===== src/rtl/timer_pkg.sv =====
// Shared types and constants for the two-digit BCD countdown timer.
package timer_pkg;

  localparam int unsigned DIGIT_W = 4;
  localparam logic [DIGIT_W-1:0] DIGIT_MAX = 4'd9;

  typedef enum logic [1:0] {
    IDLE  = 2'd0,
    RUN   = 2'd1,
    PAUSE = 2'd2,
    ALARM = 2'd3
  } state_t;

  // Saturate a raw nibble to a legal BCD digit.
  function automatic logic [DIGIT_W-1:0] clamp_digit(input logic [DIGIT_W-1:0] d);
    return (d > DIGIT_MAX) ? DIGIT_MAX : d;
  endfunction

endpackage


===== src/rtl/bcd_down_counter.sv =====
// Two-digit BCD down counter with clamped synchronous load and registered
// one/zero flags.
module bcd_down_counter
  import timer_pkg::*;
#(
  parameter logic [DIGIT_W-1:0] INIT_TENS = 4'd3,
  parameter logic [DIGIT_W-1:0] INIT_ONES = 4'd0
) (
  input  logic               clk,
  input  logic               reset,
  input  logic               load,
  input  logic [DIGIT_W-1:0] load_tens,
  input  logic [DIGIT_W-1:0] load_ones,
  input  logic               dec,
  output logic [DIGIT_W-1:0] tens,
  output logic [DIGIT_W-1:0] ones,
  output logic               is_one,
  output logic               is_zero
);

  localparam logic [DIGIT_W-1:0] RST_TENS = clamp_digit(INIT_TENS);
  localparam logic [DIGIT_W-1:0] RST_ONES = clamp_digit(INIT_ONES);

  logic [DIGIT_W-1:0] tens_d;
  logic [DIGIT_W-1:0] ones_d;

  // Load has priority; decrement holds at 00 so the tens digit cannot wrap.
  always_comb begin
    tens_d = tens;
    ones_d = ones;
    if (load) begin
      tens_d = clamp_digit(load_tens);
      ones_d = clamp_digit(load_ones);
    end else if (dec && !is_zero) begin
      if (ones != '0) begin
        ones_d = ones - DIGIT_W'(1);
      end else begin
        ones_d = DIGIT_MAX;
        tens_d = tens - DIGIT_W'(1);
      end
    end
  end

  always_ff @(posedge clk) begin
    if (reset) begin
      tens    <= RST_TENS;
      ones    <= RST_ONES;
      is_one  <= (RST_TENS == '0) && (RST_ONES == DIGIT_W'(1));
      is_zero <= (RST_TENS == '0) && (RST_ONES == '0);
    end else begin
      tens    <= tens_d;
      ones    <= ones_d;
      is_one  <= (tens_d == '0) && (ones_d == DIGIT_W'(1));
      is_zero <= (tens_d == '0) && (ones_d == '0);
    end
  end

endmodule


===== src/rtl/countdown_timer.sv =====
// Two-digit BCD countdown timer: preset load, run/pause control, and an
// alarm held for a fixed number of ticks before re-arming to the preset.
module countdown_timer
  import timer_pkg::*;
#(
  parameter logic [3:0]  INIT_TENS   = 4'd3,
  parameter logic [3:0]  INIT_ONES   = 4'd0,
  parameter int unsigned ALARM_TICKS = 4
) (
  input  logic               clk,
  input  logic               reset,
  input  logic               tick,
  input  logic               load,
  input  logic [DIGIT_W-1:0] load_tens,
  input  logic [DIGIT_W-1:0] load_ones,
  input  logic               start,
  input  logic               pause,
  output logic [DIGIT_W-1:0] BCD0,
  output logic [DIGIT_W-1:0] BCD1,
  output logic               running,
  output logic               alarm,
  output logic               done
);

  localparam int unsigned ACNT_W = 4;
  localparam logic [ACNT_W-1:0] ALARM_LAST = ACNT_W'(ALARM_TICKS - 1);

  state_t             state_q;
  state_t             next_state;
  logic [DIGIT_W-1:0] preset_tens_q;
  logic [DIGIT_W-1:0] preset_ones_q;
  logic               preset_we;
  logic [ACNT_W-1:0]  alarm_cnt_q;
  logic [ACNT_W-1:0]  alarm_cnt_d;
  logic               cnt_load;
  logic [DIGIT_W-1:0] cnt_load_tens;
  logic [DIGIT_W-1:0] cnt_load_ones;
  logic               cnt_dec;
  logic               cnt_is_one;
  logic               cnt_is_zero;
  logic               done_d;

  bcd_down_counter #(
    .INIT_TENS(INIT_TENS),
    .INIT_ONES(INIT_ONES)
  ) u_counter (
    .clk      (clk),
    .reset    (reset),
    .load     (cnt_load),
    .load_tens(cnt_load_tens),
    .load_ones(cnt_load_ones),
    .dec      (cnt_dec),
    .tens     (BCD1),
    .ones     (BCD0),
    .is_one   (cnt_is_one),
    .is_zero  (cnt_is_zero)
  );

  always_ff @(posedge clk) begin
    if (reset) begin
      state_q       <= IDLE;
      preset_tens_q <= clamp_digit(INIT_TENS);
      preset_ones_q <= clamp_digit(INIT_ONES);
      alarm_cnt_q   <= '0;
      running       <= 1'b0;
      alarm         <= 1'b0;
      done          <= 1'b0;
    end else begin
      state_q     <= next_state;
      alarm_cnt_q <= alarm_cnt_d;
      running     <= (next_state == RUN);
      alarm       <= (next_state == ALARM);
      done        <= done_d;
      if (preset_we) begin
        preset_tens_q <= clamp_digit(load_tens);
        preset_ones_q <= clamp_digit(load_ones);
      end
    end
  end

  // Next state and datapath controls; the counter reloads from the preset by default.
  always_comb begin
    next_state    = state_q;
    alarm_cnt_d   = alarm_cnt_q;
    preset_we     = 1'b0;
    cnt_load      = 1'b0;
    cnt_load_tens = preset_tens_q;
    cnt_load_ones = preset_ones_q;
    cnt_dec       = 1'b0;
    done_d        = 1'b0;

    unique case (state_q)
      IDLE, PAUSE: begin
        if (load) begin
          preset_we     = 1'b1;
          cnt_load      = 1'b1;
          cnt_load_tens = load_tens;
          cnt_load_ones = load_ones;
        end else if (start && !cnt_is_zero) begin
          next_state = RUN;
        end
      end
      RUN: begin
        if (tick) begin
          cnt_dec = 1'b1;
        end
        // Reaching 00 takes precedence over a coincident pause.
        if (tick && cnt_is_one) begin
          done_d      = 1'b1;
          alarm_cnt_d = '0;
          next_state  = ALARM;
        end else if (pause) begin
          next_state = PAUSE;
        end
      end
      ALARM: begin
        if (start || (tick && (alarm_cnt_q == ALARM_LAST))) begin
          cnt_load    = 1'b1;
          alarm_cnt_d = '0;
          next_state  = IDLE;
        end else if (tick) begin
          alarm_cnt_d = alarm_cnt_q + ACNT_W'(1);
        end
      end
      default: next_state = IDLE;
    endcase
  end

endmodule


===== config.mk =====
export PLATFORM = sky130hd
export DESIGN_NAME = countdown_timer
export DESIGN_NICKNAME = d
export VERILOG_FILES = /design/src/rtl/timer_pkg.sv /design/src/rtl/bcd_down_counter.sv /design/src/rtl/countdown_timer.sv
export SDC_FILE = /design/constraint.sdc
export NUM_CORES = 1
export LEC_CHECK = 0
export CAP_MARGIN = 0
export CELL_PAD_IN_SITES_DETAIL_PLACEMENT = 1
export CELL_PAD_IN_SITES_GLOBAL_PLACEMENT = 1
export CORE_ASPECT_RATIO = 0.9
export CORE_MARGIN = 3
export CORE_UTILIZATION = 44
export CTS_BUF_LIST = sky130_fd_sc_hd__clkbuf_4 sky130_fd_sc_hd__clkbuf_8
export CTS_CLUSTER_SIZE = 25
export DETAILED_ROUTE_END_ITERATION = 10
export PLACE_DENSITY_LB_ADDON = 0.1
export SLEW_MARGIN = 15
export SYNTH_ARGS = -nofsm -noshare
export SYNTH_HDL_FRONTEND = slang
export SYNTH_SLANG_ARGS = --single-unit
export TNS_END_PERCENT = 100

===== constraint.sdc =====
create_clock -name clk -period 4.2 [get_ports clk]
set_clock_uncertainty 0.05 [all_clocks]
set_input_delay 0.84 -clock clk [delete_from_list [all_inputs] [get_ports clk]]
set_output_delay 0.84 -clock clk [all_outputs]
set_load 0.03 [all_outputs]

==> key figures <==
Logic synthesis
  – Yosys warning count: 0
  – Synth Area per Inst: 8.78 sq um
  – Cells after Synth: around 170
  – Netlist area before placement: 1480 sq um
  – Seq/Total Area, Yosys: 36.6%
  – Post-synth EDFFs: 0
  – Synth async-reset ratio: 0%
  – Prevailing post-synth register cell: dfxtp_1
  – Post-synth net total: 184
  – Count of cell types in the netlist: 45
  – Synthesized flop and latch total: 27

Placed design
  – Dpl hpwl: roughly 2700 microns
  – Buffers on Ports: 24
  – Post-DP Area: 1730 sq um
  – RD Place Congestion: 0.774

Global route
  – Initial antenna violation count: 0
  – First-pass GRT wire length: 6030 microns
  – Largest net degree at the start of global routing: 24
  – Total grt overflow: 0
  – Gr usage total: 19.5%
  – Number of global-route vias before repair: 1323

Timing
  – Final TNS setup: 0 ns
  – Tcrit/Tclk final: 70.0%
  – Final Hold Viols: 0
  – Worst slew margin: 53.8%
  – Final Critical Period: 2.94 ns
  – Final setup violation count: 0
  – Achievable Freq: roughly 0.34 GHz
  – Max-slew violations: 0
  – Slew at the pin closest to its max-slew limit: around 0.7 ns
  – RSZ-0062 raised after global routing: false

Clock tree
  – Hold-fix buffers at CTS: 0
  – Max clock buf depth: 2
  – Worst skew pair latency: 0.27 ns
  – # H-tree levels: 1
  – TritonCTS clock tree: done
  – Post_cts resized: 0
  – Clk root buf: clkbuf_8
  – CTS Buf Count: 3
  – Sink Count: 27
  – Clk pin slew, worst setup/hold paths: approximately 0.09 ns
  – Setup Buffers After CTS: 0

Pwr
  – Pwr Density: between 300 and 400 nW/um^2
  – Pleak: about 0.62 nW
  – Worst vdd ir: 0.276 mV

Critical path
  – Top Family by Delay on Critical Path: simple AND/OR/NAND/NOR gates
  – Crit path max fanout: 18
  – Crit Path Class: in2reg
  – Critical Path AT: 3.07 ns
  – Crit. End Element: flop
  – CP Data Required Time: 4.33 ns
  – Crit path cell chain: clkdlybuf4s50_1 -> nor2b_1 -> o31ai_4 -> a211oi_1 -> a21oi_1 -> nor4_1
  – Setup crit start kind: input pin
  – Buffers & Inverters on Critical Path: 1
  – Slowest-stage cell, CP: nor2b_1
  – Max incr delay on CP: 0.60 ns

Floorplanning
  – Rows: 19
  – Io pins: 25
  – Core area: 3140 sq um
  – Die Height: roughly 60 microns
  – Chip width: 67.0 microns
  – Die area: approximately 4000 sq um
  – Initial Util: 47.0%

Final layout
  – Multi-input gate area: 875 sq um
  – Synth-to-layout area growth: 20.6%
  – Layout cell share with drive strength beyond 1: 8.99%
  – Fin nets: between 200 and 250
  – Fin area: 1780 sq um
  – Inserted Diodes: 0
  – Sequential Area: 541 sq um
  – Final-layout fill cell count: 379
  – Final core occ: 56.7%

Drt
  – Final ANT Viol Nets: 0
  – Routed WL: 3660 microns
  – DR vias: about 1300
  – DRC: 0
  – DRT iter0 DRCs: 65
  – Wire per inst: 15.8 microns
  – First-pass DRT Iterations: 4
  – Vias per cell: 5.61

Flow run
  – Max Cap Violations: 0

Outcome
  – Status: finished clean

Min path
  – Min-Delay Path Class: reg2reg
[path summary, 6_finish.rpt]
path,from,depth (start not counted),endpoint,slack [ns]
worst max-delay path,load,6,u_counter.is_one,1.26
worst min-delay path,preset_ones_q[1],2,preset_ones_q[1],0.44
worst max register to register,state_q[0],5,u_counter.is_zero,1.78
worst min register to register,preset_ones_q[1],2,preset_ones_q[1],0.44
[cells by family (layout without fill, tap and decap cells)]
kind of cell,Yosys count,in the layout,share of synthesized area [%]
simple gates,71,71,29.7
compound gates,43,43,19.3
flops,27,27,36.6
buf+inv,12,33,4.07
xor+xnor,8,8,4.75
mux,5,5,3.82
fa+ha+maj,2,2,1.70
[power breakdown]
group          internal (mW)  switching (mW)  leakage [nW]
clock                 0.0745          0.0801        0.0262
sequential             0.269          0.0191         0.221
combinational         0.0623          0.0721         0.372
[registers in the layout, indices dropped and copies added, names as in the netlist]
register and cells:
preset_tens_q 4, u_counter.is_zero 1, state_q 2, running 1, preset_ones_q 4, alarm 1, alarm_cnt_q 4, u_counter.tens 4
u_counter.ones 4, u_counter.is_one 1, done 1
[worst min-delay path: stages (launching register included)]
cell and delay (ns):
dfxtp_1 0.33, nand2_1 0.06, a21oi_1 0.06
[routing by layer]
layer / vias up / share of wire [%] / track usage (%)
met3: 4 / 2.7 / 4.44
li1: 656 / - / -
met5: - / 0 / 0
met1: 616 / 52 / 27.0
met2: 21 / 44 / 31.1
met4: 0 / 1.1 / 4.62
[per-stage QoR]
stage	power, mW	worst slack (ns)	std cells	hold slack, ns
after global routing	0.610	1.08	231	0.480
after CTS	0.581	1.25	231	0.442
final	0.577	1.26	231	0.444
after global placement	0.423	1.18	227	0.414
after floorplan	0.380	2.09	168	0.396
after detailed placement	0.427	1.12	227	0.428
[synthesized netlist by cell type (2+ instances only)]
| cell type | number | share of area, % |
|---|---|---|
| dfxtp_1 | 27 | 37 |
| nor2_1 | 22 | 5.6 |
| a21oi_1 | 15 | 5.1 |
| nand2_1 | 9 | 2.3 |
| o21ai_0 | 8 | 2.7 |
| nor4_1 | 6 | 2.5 |
| a211oi_1 | 5 | 2.5 |
| nor3_1 | 5 | 1.7 |
| nor3b_1 | 5 | 2.5 |
| xnor2_1 | 5 | 3.0 |
| inv_1 | 4 | 1.0 |
| a211o_1 | 3 | 1.8 |
| a31oi_1 | 3 | 1.3 |
| buf_2 | 3 | 1.0 |
| buf_4 | 3 | 1.5 |
| mux2i_1 | 3 | 2.0 |
| nand2b_1 | 3 | 1.3 |
| or2_2 | 3 | 1.3 |
| xor2_1 | 3 | 1.8 |
| and2_1 | 2 | 0.85 |
| clkbuf_1 | 2 | 0.51 |
| ha_1 | 2 | 1.7 |
| nand3_1 | 2 | 0.68 |
| nand4_1 | 2 | 0.85 |
| nor2b_1 | 2 | 0.85 |
| nor4b_1 | 2 | 1.2 |
[cells in the final DEF, fill, tap and decap left out, drive strengths merged, types with 3 or more instances in the layout]
cell and instances:
o21ai 8, clkbuf 4, nor2 22, a211o 3, nand2 9, mux2i 3
a211oi 5, nor4 7, xnor2 5, nand2b 3, nor4b 3, clkdlybuf4s50 24
or2 3, nor3b 5, xor2 3, nor3 5, a31oi 3, inv 4
a21oi 15, dfxtp 27
[area by class of cell]
class,instances,share of cell area (%)
multi-input combinational,129,49.2
tap,42,2.95
sequential,27,30.4
clock buffer,4,2.74
timing repair buffer,25,13.9
inverter,4,0.844
(Power assumes the default switching activity.)
